## src/rtl/fpu_issue_ctrl.sv

```systemverilog
// fpu_issue_ctrl
//   Multi-cycle issue sequencer that sits between the EX stage and a
//   combinational single-precision FPU. It accepts one operation at a time
//   and holds operands and control steady on the FPU inputs for an
//   op-dependent number of cycles. It then captures the FPU result and
//   presents it to writeback with a valid/ready handshake. While an
//   operation is in flight, or while its result is unconsumed, it stalls
//   the upstream pipeline.
//
// Ports
//   clk, rst_n          rising-edge clock, asynchronous active-low reset
//   flush               synchronous abort; beats issue and completion
//   issue_*             operation request from EX (issue_ready high in IDLE)
//   fpu_*               registered operands/control driven to the FPU
//   fpu_result          combinational FPU result
//   res_*               captured result, destination and illegal flag
//   stall               combinational freeze request to the pipeline
module fpu_issue_ctrl #(
    parameter int WIDTH    = 32,
    parameter int LAT_ADD  = 2,
    parameter int LAT_MUL  = 3,
    parameter int LAT_DIV  = 8,
    parameter int LAT_SQRT = 8
) (
    input  logic             clk,
    input  logic             rst_n,
    input  logic             flush,
    input  logic             issue_valid,
    output logic             issue_ready,
    input  logic [3:0]       issue_op,
    input  logic [2:0]       issue_func3,
    input  logic             issue_rs1_0,
    input  logic [WIDTH-1:0] issue_a,
    input  logic [WIDTH-1:0] issue_b,
    input  logic [4:0]       issue_rd,
    output logic [WIDTH-1:0] fpu_dataA,
    output logic [WIDTH-1:0] fpu_dataB,
    output logic [2:0]       fpu_func3,
    output logic [3:0]       fpu_op,
    output logic             fpu_rs1_0,
    input  logic [WIDTH-1:0] fpu_result,
    output logic             res_valid,
    input  logic             res_ready,
    output logic [WIDTH-1:0] res_data,
    output logic [4:0]       res_rd,
    output logic             res_illegal,
    output logic             stall
);

    typedef enum logic [1:0] {IDLE = 2'd0, BUSY = 2'd1, DONE = 2'd2} state_t;

    state_t           state_q, state_d;
    logic [5:0]       cnt_q, cnt_d;
    logic [WIDTH-1:0] a_q, a_d, b_q, b_d;
    logic [2:0]       func3_q, func3_d;
    logic [3:0]       op_q, op_d;
    logic             rs1_0_q, rs1_0_d;
    logic [4:0]       rd_q, rd_d;
    logic             illegal_q, illegal_d;
    logic [WIDTH-1:0] res_data_q, res_data_d;
    logic [4:0]       res_rd_q, res_rd_d;
    logic             res_illegal_q, res_illegal_d;

    // Counter preload is LAT-1; every encoding without a dedicated
    // latency (including illegal ones) completes in a single cycle.
    function automatic logic [5:0] lat_cnt(input logic [3:0] op);
        case (op)
            4'b0000, 4'b0001: lat_cnt = 6'(LAT_ADD - 1);
            4'b0010:          lat_cnt = 6'(LAT_MUL - 1);
            4'b0011:          lat_cnt = 6'(LAT_DIV - 1);
            4'b0110:          lat_cnt = 6'(LAT_SQRT - 1);
            default:          lat_cnt = 6'd0;
        endcase
    endfunction

    // State register
    always_ff @(posedge clk or negedge rst_n) begin
        if (!rst_n) begin
            state_q <= IDLE;
        end else begin
            state_q <= state_d;
        end
    end

    // Next-state logic; flush overrides issue, completion and handshake.
    always_comb begin
        state_d = state_q;
        if (flush) begin
            state_d = IDLE;
        end else begin
            case (state_q)
                IDLE:    if (issue_valid) state_d = BUSY;
                BUSY:    if (cnt_q == 6'd0) state_d = DONE;
                DONE:    if (res_ready) state_d = IDLE;
                default: state_d = IDLE;
            endcase
        end
    end

    // Output logic
    always_comb begin
        issue_ready = (state_q == IDLE);
        res_valid   = (state_q == DONE);
        stall       = (state_q == BUSY)
                    | ((state_q == DONE) & ~res_ready)
                    | (issue_valid & (state_q != IDLE) & (state_q != DONE));
    end

    // Operand latch, latency counter and result capture.
    always_comb begin
        cnt_d         = cnt_q;
        a_d           = a_q;
        b_d           = b_q;
        func3_d       = func3_q;
        op_d          = op_q;
        rs1_0_d       = rs1_0_q;
        rd_d          = rd_q;
        illegal_d     = illegal_q;
        res_data_d    = res_data_q;
        res_rd_d      = res_rd_q;
        res_illegal_d = res_illegal_q;
        if (!flush) begin
            case (state_q)
                IDLE: begin
                    if (issue_valid) begin
                        a_d       = issue_a;
                        b_d       = issue_b;
                        func3_d   = issue_func3;
                        op_d      = issue_op;
                        rs1_0_d   = issue_rs1_0;
                        rd_d      = issue_rd;
                        illegal_d = (issue_op > 4'b1001);
                        cnt_d     = lat_cnt(issue_op);
                    end
                end
                BUSY: begin
                    if (cnt_q == 6'd0) begin
                        // Illegal encodings never forward whatever the FPU drives.
                        res_data_d    = illegal_q ? '0 : fpu_result;
                        res_rd_d      = rd_q;
                        res_illegal_d = illegal_q;
                    end else begin
                        cnt_d = cnt_q - 6'd1;
                    end
                end
                default: ;
            endcase
        end
    end

    always_ff @(posedge clk or negedge rst_n) begin
        if (!rst_n) begin
            cnt_q         <= '0;
            a_q           <= '0;
            b_q           <= '0;
            func3_q       <= '0;
            op_q          <= '0;
            rs1_0_q       <= 1'b0;
            rd_q          <= '0;
            illegal_q     <= 1'b0;
            res_data_q    <= '0;
            res_rd_q      <= '0;
            res_illegal_q <= 1'b0;
        end else begin
            cnt_q         <= cnt_d;
            a_q           <= a_d;
            b_q           <= b_d;
            func3_q       <= func3_d;
            op_q          <= op_d;
            rs1_0_q       <= rs1_0_d;
            rd_q          <= rd_d;
            illegal_q     <= illegal_d;
            res_data_q    <= res_data_d;
            res_rd_q      <= res_rd_d;
            res_illegal_q <= res_illegal_d;
        end
    end

    assign fpu_dataA   = a_q;
    assign fpu_dataB   = b_q;
    assign fpu_func3   = func3_q;
    assign fpu_op      = op_q;
    assign fpu_rs1_0   = rs1_0_q;
    assign res_data    = res_data_q;
    assign res_rd      = res_rd_q;
    assign res_illegal = res_illegal_q;

    // Latencies must fit the 6-bit down-counter preload.
    always_ff @(posedge clk) begin
        assert (LAT_ADD >= 1 && LAT_ADD <= 63 && LAT_MUL >= 1 && LAT_MUL <= 63 &&
                LAT_DIV >= 1 && LAT_DIV <= 63 && LAT_SQRT >= 1 && LAT_SQRT <= 63)
            else $error("fpu_issue_ctrl: LAT parameter outside 1..63");
    end

endmodule

```

## config.mk

```make
export PLATFORM = sky130hd
export DESIGN_NAME = fpu_issue_ctrl
export DESIGN_NICKNAME = d
export VERILOG_FILES = /design/src/rtl/fpu_issue_ctrl.sv
export SDC_FILE = /design/constraint.sdc
export NUM_CORES = 1
export LEC_CHECK = 0
export ABC_AREA = 0
export BUFFER_PORTS_ARGS = -buffer_cell sky130_fd_sc_hd__buf_2
export CAP_MARGIN = 20
export CELL_PAD_IN_SITES_DETAIL_PLACEMENT = 0
export CELL_PAD_IN_SITES_GLOBAL_PLACEMENT = 2
export CORE_ASPECT_RATIO = 0.75
export CORE_MARGIN = 2
export CORE_UTILIZATION = 26
export DETAILED_ROUTE_END_ITERATION = 6
export PLACE_DENSITY = 0.9
export RECOVER_POWER = 25
export SYNTH_ARGS = -nofsm -noshare
export SYNTH_HDL_FRONTEND = slang
export SYNTH_SLANG_ARGS = --single-unit
```

## constraint.sdc

```tcl
create_clock -name clk -period 2.6 [get_ports clk]
set_input_delay 0.52 -clock clk [delete_from_list [all_inputs] [get_ports clk]]
set_output_delay 0.52 -clock clk [all_outputs]
set_load 0.02 [all_outputs]
```

==> results.py, run 1 <==
metrics = {
    "status": {
        "status": "complete, but fails checks",
        "violations": "capacitance limit, slew limit",
    },
    "power_and_ir_drop": {
        "leakage_nw": 3.92,
        "power.density_nw_per_um2": 1180,
        "peakVddDrop_mv": 0.423,
    },
    "floorplanning": {
        "die_y_um": 123,
        "core_area_um2": 18600,
        "chipWidth_um": 163,
        "die-area_um2": 20100,
        "pin_count": 227,
        "row_count": 43,
        "start_util_pct": 26.6,
    },
    "setup_path": {
        "cp.required_ns": 2.89,
        "cp_slowest_cell": "or4_4",
        "cpPeakStageDelay_ns": 0.58,
        "rr_worst_depth": 6,
        "crit_chain": "inv_1 -> ha_1 -> or4b_4 -> or4_4 -> buf_12 -> mux2_2",
        "crit_path_end_kind": "flip-flop",
        "crit_cells": 6,
        "cp_max_fo": 67,
        "critPathTopFamily": "simple AND/OR/NAND/NOR gates",
        "critPathBufInv": 2,
        "arrival_ns": 2.61,
        "path_class": "reg2reg",
        "startpoint_type": "flip-flop",
    },
    "job": {
        "max_cap_viol_count": 1,
    },
    "route": {
        "drtIter0Drc": 201,
        "wl_per_cell_um": 13.8,
        "ant_nets": 0,
        "viasPerCell": 4.21,
        "wl_um": 14100,
        "firstDrtPassIters": 4,
        "vias": 4310,
        "drc_errors": 0,
    },
    "sta": {
        "fin_crit_sh_pct": 89.4,
        "skew_ns": 0.00792,
        "slew_violations": 125,
        "setup_violations": 0,
        "fin_crit_ns": 2.32,
        "hold_ws_ns": 0.302,
        "fmax_ghz": 0.430,
        "tns_ns": 0,
        "tightestPinTransition_ns": 1.77,
        "rsz0062_at_grt": "no",
        "hold_viol_final": 0,
        "max_slew_margin_pct": -17.9,
    },
    "logic_synthesis": {
        "avgSynthCellArea_um2": 9.10,
        "yosys-top-cells-count": "nand2_1, dfrtp_1, o21ai_0",
        "synth_area_leaders": "dfrtp_1, nand2_1, o21ai_0",
        "synthFlopType": "dfrtp_1",
        "seq_area_frac_synth_pct": 62.8,
        "ys_seq_elements": 124,
        "synth_top_area_cell": "dfrtp_1",
        "syn_inst": 543,
        "synth_area_um2": 4940,
        "async_reset_ff_share_pct": 100,
        "yosysMostFrequentCell": "nand2_1",
        "synth-edff-count": 0,
        "synth_fp_nets": 659,
        "yosys_warnings": 0,
        "synth_top_area_share_pct": 62.8,
        "ys_types": 38,
    },
    "clock_network": {
        "cts-root-buf": "clkbuf_16",
        "numCtsBuffers": 17,
        "clockBufferDepth": 2,
        "h-tree-depth": 4,
        "cts-resized-gates": 0,
        "cts_tree": "done",
        "insertion_delay_ns": 0.40,
        "clock-sinks": 124,
        "postCtsSetupRepairBufs": 0,
        "ctsHoldBuffers": 0,
        "cts.clk_slew.worst_paths_ns": 0.06,
    },
    "global_routing": {
        "antenna_found_initial": 3,
        "grt_pass1_vias": 4199,
        "grt_first_pass_wirelength_um": 21800,
        "globalRoute.totalOverflow": 0,
        "grt_max_degree": 125,
        "grt_use_total_pct": 14.0,
    },
    "hold_path": {
        "min_path_cells": 3,
        "hold_path.class": "in2reg",
    },
    "final_layout": {
        "antenna_cells": 0,
        "nNetsFinal": 880,
        "area_growth_syn_to_layout_pct": 41.0,
        "drive_gt1_share_pct": 35.0,
    },
    "placed_design": {
        "place_hpwl_um": 9540,
        "gp_congestion": 0.766,
        "placement.io_buffers": 226,
    },
}
worst paths after layout:
check / start / endpoint / slack, ns
worst min-delay path: issue_b[23] / fpu_dataB[23]$_DFFE_PN0P_ / 0.30
max in group asynchronous: rst_n / fpu_op[0]$_DFFE_PN0P_ / 0.79
worst max-delay path: cnt_q[0]$_DFFE_PN0P_ / res_rd[4]$_DFFE_PN0P_ / 0.28
min in group asynchronous: rst_n / fpu_dataA[0]$_DFFE_PN0P_ / 0.71
worst max register to register: cnt_q[0]$_DFFE_PN0P_ / res_rd[4]$_DFFE_PN0P_ / 0.28
worst min register to register: fpu_dataA[17]$_DFFE_PN0P_ / fpu_dataA[17]$_DFFE_PN0P_ / 0.47
kinds of logic (layout without fill, tap and decap cells):
family                     Yosys count  count (layout)  share of synthesized area [%]
DFF                                124             124                           62.8
and+or+nand+nor                    328             328                           26.5
buffers and inverters               33             267                           2.83
adders and majority gates            2               2                          0.506
AOI/OAI and AO/OA                   47              47                           5.21
xor gates and xnor gates             2               2                          0.354
muxes                                7               7                           1.85
final cells by class:
| cell class | instances | area, µm² |
|---|---|---|
| fill | 1946 | 11600 |
| sequential | 124 | 3100 |
| multi-input combinational | 386 | 1710 |
| timing repair buffer | 232 | 1200 |
| clock buffer | 22 | 474 |
| tap | 247 | 309 |
| clock inverter | 10 | 163 |
| inverter | 3 | 11.3 |
layout by cell type, fill, tap and decap left out, drive strengths merged, types with 2 or more instances in the layout:
cell type	netlist	final
a31oi	2	2
o31ai	2	2
clkbuf	25	24
mux2i	2	2
clkinv	1	5
nor3b	3	3
nand2b	3	3
nor4b	2	2
ha	2	2
buf	5	230
dfrtp	124	124
clkinvlp	0	2
nand2	299	299
bufinv	0	4
o21ai	35	35
inv	2	2
a21oi	3	3
or4	3	3
nor3	2	2
nor2b	2	2
mux2	5	5
nor2	9	9
tightest hold or removal path, stage by stage:
cell,delay [ns]
buf_2,0.07
nand2_1,0.04
nand2_1,0.04
flip-flops by register name, summed over array words and instances, names as in the netlist:
register / cells
fpu_func3: 3
fpu_op: 4
rd_q: 5
cnt_q: 6
fpu_dataB: 32
fpu_rs1_0: 1
illegal_q: 1
state_q: 2
res_rd: 5
res_data: 32
res_illegal: 1
fpu_dataA: 32
layer usage:
layer | share of wire (%) | track usage [%] | wire length [µm]
met5 | 0.29 | 0 | 41
met4 | 1.2 | 4.59 | 165
met3 | 12 | 7.04 | 1700
met2 | 41 | 20.1 | 5780
met1 | 46 | 18.2 | 6460
per-stage QoR:
step / setup slack [ns] / cell area [µm²] / utilization [%] / power (mW) / std cells
floorplan: 0.397 / 4940 / - / 4.68 / 543
global placement: 0.292 / 6350 / 34.2 / 5.74 / 992
detailed placement: 0.283 / 6350 / 34.2 / 5.78 / 992
CTS: 0.260 / 6980 / 37.6 / 8.40 / 1024
global route: 0.169 / 6970 / 37.6 / 8.81 / 1024
finish: 0.276 / 6970 / 37.6 / 8.26 / 1024
report_power, final:
group / leakage, nW / internal, mW / total (mW) / switching, mW
clock: 0.306 / 1.68 / 2.55 / 0.869
combinational: 2.04 / 0.924 / 2.68 / 1.76
sequential: 1.57 / 2.63 / 3.02 / 0.391
(Power assumes the default switching activity.)
==> run 2, diff against run 1 <==
--- a/config.mk
+++ b/config.mk
@@ -11,7 +11,6 @@
 export CELL_PAD_IN_SITES_DETAIL_PLACEMENT = 0
 export CELL_PAD_IN_SITES_GLOBAL_PLACEMENT = 2
 export CORE_ASPECT_RATIO = 0.75
-export CORE_MARGIN = 2
 export CORE_UTILIZATION = 26
 export DETAILED_ROUTE_END_ITERATION = 6
 export PLACE_DENSITY = 0.9
==> results.py, run 2 (same netlist as run 1, synthesis figures left out) <==
metrics = {
    "status": {
        "status": "complete, but fails checks",
        "violations": "capacitance limit, slew limit",
    },
    "clock_network": {
        "ctsHoldBuffers": 0,
        "insertion_delay_ns": 0.41,
        "cts-resized-gates": 0,
        "h-tree-depth": 4,
        "cts-root-buf": "clkbuf_16",
        "clock-sinks": 124,
        "cts_tree": "done",
        "numCtsBuffers": 17,
        "postCtsSetupRepairBufs": 0,
        "clockBufferDepth": 2,
        "cts.clk_slew.worst_paths_ns": 0.06,
    },
    "floorplanning": {
        "pin_count": 227,
        "die_y_um": 121,
        "start_util_pct": 26.6,
        "die-area_um2": 19600,
        "row_count": 43,
        "core_area_um2": 18600,
        "chipWidth_um": 161,
    },
    "sta": {
        "tns_ns": 0,
        "max_slew_margin_pct": -40.5,
        "fin_crit_sh_pct": 90.2,
        "hold_viol_final": 0,
        "setup_violations": 0,
        "slew_violations": 38,
        "tightestPinTransition_ns": 2.11,
        "hold_ws_ns": 0.298,
        "fin_crit_ns": 2.35,
        "rsz0062_at_grt": "no",
        "fmax_ghz": 0.426,
        "skew_ns": 0.00935,
    },
    "setup_path": {
        "crit_path_end_kind": "flip-flop",
        "r2r-start": "cnt_q[0]$_DFFE_PN0P_",
        "cp.required_ns": 2.89,
        "reg2reg_to": "res_rd[4]$_DFFE_PN0P_",
        "cp_max_fo": 67,
        "path_class": "reg2reg",
        "rr_worst_depth": 6,
        "crit_path_end": "res_rd[4]$_DFFE_PN0P_",
        "regToRegSetupSlack_ns": 0.25,
        "startpoint_type": "flip-flop",
        "cp-startpoint": "cnt_q[0]$_DFFE_PN0P_",
        "arrival_ns": 2.63,
    },
    "global_routing": {
        "globalRoute.totalOverflow": 0,
        "grt_max_degree": 79,
        "grt_pass1_vias": 4085,
        "antenna_found_initial": 1,
        "grt_use_total_pct": 14.2,
        "grt_first_pass_wirelength_um": 21400,
    },
    "power_and_ir_drop": {
        "p_switching_mw": 2.98,
        "p_sw_share_pct": 36.4,
        "totalPowerFinal_mw": 8.20,
        "p_clk_share_pct": 30.6,
        "p_seq_share_pct": 36.8,
        "cellInternalPower_mw": 5.21,
        "peakVddDrop_mv": 0.446,
        "power.density_nw_per_um2": 1170,
        "combPwrFrac_pct": 32.6,
        "leakage_nw": 3.93,
    },
    "route": {
        "ant_nets": 0,
        "drtIter0Drc": 270,
        "vias": 4292,
        "firstDrtPassIters": 4,
        "wl_um": 13500,
        "drc_errors": 0,
        "viasPerCell": 4.19,
        "wl_per_cell_um": 13.2,
    },
    "final_layout": {
        "area_growth_syn_to_layout_pct": 41.3,
        "drive_gt1_share_pct": 34.9,
        "nNetsFinal": 880,
        "layout_common_cells": "nand2_1, buf_2, dfrtp_1",
        "final_common_cell": "nand2_1",
        "antenna_cells": 0,
    },
    "placed_design": {
        "place_hpwl_um": 9100,
        "gp_congestion": 0.778,
        "placement.io_buffers": 226,
    },
    "hold_path": {
        "hold_path.class": "in2reg",
    },
    "job": {
        "max_cap_viol_count": 1,
    },
}
==> run 2: cell count changes in the layout (fill, tap and decap cells not counted), moves of 2 or more <==
| cell | delta |
|---|---|
| clkbuf_4 | -2 |
| buf_4 | -2 |
| clkinvlp_4 | -2 |
| clkinv_2 | +2 |
| buf_12 | +2 |
==> run 2: how the worst min path moves through the flow <==
| stage | start | to | slack [ns] | cells past startpoint |
|---|---|---|---|---|
| global placement | fpu_dataA[4]$_DFFE_PN0P_ | fpu_dataA[4]$_DFFE_PN0P_ | 0.45 | 2 |
| finish | issue_b[7] | fpu_dataB[7]$_DFFE_PN0P_ | 0.30 | 3 |
| floorplan | rst_n | cnt_q[0]$_DFFE_PN0P_ | 0.22 | 0 |
| CTS | rst_n | fpu_rs1_0$_DFFE_PN0P_ | 0.09 | 1 |
| global route | issue_a[14] | fpu_dataA[14]$_DFFE_PN0P_ | 0.27 | 3 |
| detailed placement | fpu_func3[2]$_DFFE_PN0P_ | fpu_func3[2]$_DFFE_PN0P_ | 0.46 | 2 |
==> run 2: metrics by stage <==
stage          area (µm²)  worst slack (ns)  std cells  util, %
6_report             6990             0.255       1024     37.6
3_5_place_dp         6370             0.264        992     34.3
4_1_cts              7000             0.252       1024     37.7
2_1_floorplan        4940             0.397        543        -
3_3_place_gp         6370             0.294        992     34.3
5_1_grt              6990            0.0950       1024     37.6
==> run 2: per-layer routing <==
layer,share of wire (%),up-vias,track usage [%]
li1,-,2145,-
met1,47,1959,18.6
met2,41,180,20.4
met3,10,8,7.21
met4,0.80,0,3.89
met5,0,-,0
==> run 2: power by group through the flow <==
stage                     logic, mW  clock network [mW]  registers, mW
after global routing           2.97                2.69           3.11
after detailed placement       2.72                   0           3.03
after global placement         2.71                   0           3.03
after CTS                      2.72                2.60           3.02
final                          2.67                2.51           3.01
after floorplan               0.870                   0           3.81
==> run 2: worst max-delay path, cell delays in order (launching register included) <==
cell     delay [ns]
dfrtp_1        0.40
inv_1          0.09
ha_1           0.14
or4b_4         0.47
or4_4          0.58
buf_12         0.23
mux2_2         0.29
==> run 2: area by class of cell <==
| class | count | area [µm²] |
|---|---|---|
| clock buffer | 21 | 460 |
| sequential | 124 | 3100 |
| multi-input combinational | 386 | 1710 |
| fill | 1928 | 11600 |
| tap | 247 | 309 |
| inverter | 3 | 11.3 |
| timing repair buffer | 232 | 1230 |
| clock inverter | 11 | 166 |
==> run 3, diff against run 2 <==
--- a/config.mk
+++ b/config.mk
@@ -14,7 +14,6 @@
 export CORE_UTILIZATION = 26
 export DETAILED_ROUTE_END_ITERATION = 6
 export PLACE_DENSITY = 0.9
-export RECOVER_POWER = 25
 export SYNTH_ARGS = -nofsm -noshare
 export SYNTH_HDL_FRONTEND = slang
 export SYNTH_SLANG_ARGS = --single-unit
==> results.py, run 3 (same netlist as run 1, synthesis figures left out) <==
metrics = {
    "route": {
        "vias": 4290,
        "ant_nets": 0,
        "firstDrtPassIters": 4,
        "drtIter0Drc": 279,
        "viasPerCell": 4.19,
        "wl_um": 13500,
        "wl_per_cell_um": 13.2,
        "drc_errors": 0,
    },
    "status": {
        "status": "finished, final reports clean",
    },
    "floorplanning": {
        "die_y_um": 121,
        "pin_count": 227,
        "row_count": 43,
        "die-area_um2": 19600,
        "chipWidth_um": 161,
        "core_area_um2": 18600,
        "start_util_pct": 26.6,
    },
    "placed_design": {
        "place_inst": 992,
        "gp_congestion": 0.778,
        "place_area_um2": 6370,
        "placement.io_buffers": 226,
        "dpl_worst_slack_ns": 0.264,
        "place_hpwl_um": 9100,
    },
    "sta": {
        "fin_crit_ns": 2.35,
        "setup_violations": 0,
        "worst_slack_ns": 0.254,
        "rsz0062_at_grt": "no",
        "tns_ns": 0,
        "slew_violations": 0,
        "hold_viol_final": 0,
        "max_slew_margin_pct": 35.8,
        "tightestPinTransition_ns": 0.958,
        "hold_ws_ns": 0.0838,
        "fmax_ghz": 0.426,
        "fin_crit_sh_pct": 90.2,
        "skew_ns": 0.00935,
    },
    "setup_path": {
        "cpPeakStageDelay_ns": 0.58,
        "crit_path_end_kind": "flip-flop",
        "cp_slowest_cell": "or4_4",
        "cp.required_ns": 2.89,
        "startpoint_type": "flip-flop",
        "regToRegSetupSlack_ns": 0.25,
        "path_class": "reg2reg",
        "arrival_ns": 2.63,
        "cp_max_fo": 67,
        "crit_chain": "inv_1 -> ha_1 -> or4b_4 -> or4_4 -> buf_12 -> mux2_2",
    },
    "clock_network": {
        "insertion_delay_ns": 0.41,
        "postCtsSetupRepairBufs": 0,
        "numCtsBuffers": 17,
        "cts.clk_slew.worst_paths_ns": 0.06,
        "clock-sinks": 124,
        "cts-resized-gates": 0,
        "ctsHoldBuffers": 0,
        "clockBufferDepth": 2,
        "h-tree-depth": 4,
        "cts-root-buf": "clkbuf_16",
        "cts_tree": "done",
    },
    "final_layout": {
        "antenna_cells": 0,
        "multi_input_comb_area_um2": 1710,
        "layoutNonFillerInstCount": 1024,
        "area_growth_syn_to_layout_pct": 41.6,
        "nNetsFinal": 880,
        "layout_common_cells": "nand2_1, buf_2, dfrtp_1",
        "n_fill_cell": 1925,
        "fin_area_um2": 7000,
        "register_area_um2": 3100,
        "final_common_cell": "nand2_1",
        "drive_gt1_share_pct": 35.0,
    },
    "global_routing": {
        "globalRoute.totalOverflow": 0,
        "antenna_found_initial": 1,
        "grt_pass1_vias": 4085,
        "grt_use_total_pct": 14.2,
        "grt_max_degree": 79,
        "grt_first_pass_wirelength_um": 21400,
    },
    "power_and_ir_drop": {
        "power.density_nw_per_um2": 1170,
        "peakVddDrop_mv": 0.446,
        "p_clk_share_pct": 30.6,
        "cellInternalPower_mw": 5.22,
        "leakage_nw": 3.94,
        "p_switching_mw": 2.98,
        "p_seq_share_pct": 36.8,
        "combPwrFrac_pct": 32.6,
        "p_sw_share_pct": 36.4,
    },
    "job": {
        "max_cap_viol_count": 0,
    },
    "hold_path": {
        "hold_path.class": "in2async",
    },
}
-- run 3: metal layers --
metal  wire length, µm  vias to the layer above  GRT usage, %
li1                  -                     2145             -
met2              5620                      176          20.4
met3              1400                        8          7.21
met1              6390                     1961          18.6
met4               108                        0          3.89
met5                 0                        -             0
-- run 3: worst paths after layout --
path / cells past startpoint / start / end
max: 6 / cnt_q[0]$_DFFE_PN0P_ / res_rd[4]$_DFFE_PN0P_
min: 1 / rst_n / fpu_dataA[0]$_DFFE_PN0P_
max reg2reg: 6 / cnt_q[0]$_DFFE_PN0P_ / res_rd[4]$_DFFE_PN0P_
min reg2reg: 2 / fpu_dataA[20]$_DFFE_PN0P_ / fpu_dataA[20]$_DFFE_PN0P_
max in group asynchronous: 2 / rst_n / fpu_dataB[6]$_DFFE_PN0P_
min in group clk: 3 / issue_b[7] / fpu_dataB[7]$_DFFE_PN0P_
-- run 3: cell type report --
cell class                 instances  share of cell area [%]
sequential                       124                    44.3
clock inverter                    11                    2.38
timing repair buffer             232                    17.7
tap                              247                    4.42
inverter                           3                   0.161
multi-input combinational        386                    24.4
clock buffer                      21                    6.58
-- run 3: through the flow --
stage / util [%] / total power [mW]
5_1_grt: 37.7 / 8.77
4_1_cts: 37.7 / 8.33
3_3_place_gp: 34.3 / 5.73
6_report: 37.7 / 8.20
3_5_place_dp: 34.3 / 5.76
2_1_floorplan: - / 4.68
-- run 3: critical path, delay by kind of cell, from the launching register on --
kind	cells	cell delay (ns)
mux	1	0.29
flops	1	0.40
simple gates	2	1.05
fa+ha+maj	1	0.14
buf+inv	2	0.32
-- run 3: power by group through the flow --
stage | combinational [mW] | sequential, mW | clock (mW)
floorplan | 0.870 | 3.81 | 0
global placement | 2.71 | 3.03 | 0
detailed placement | 2.72 | 3.03 | 0
CTS | 2.72 | 3.02 | 2.60
global route | 2.97 | 3.11 | 2.69
finish | 2.67 | 3.01 | 2.51
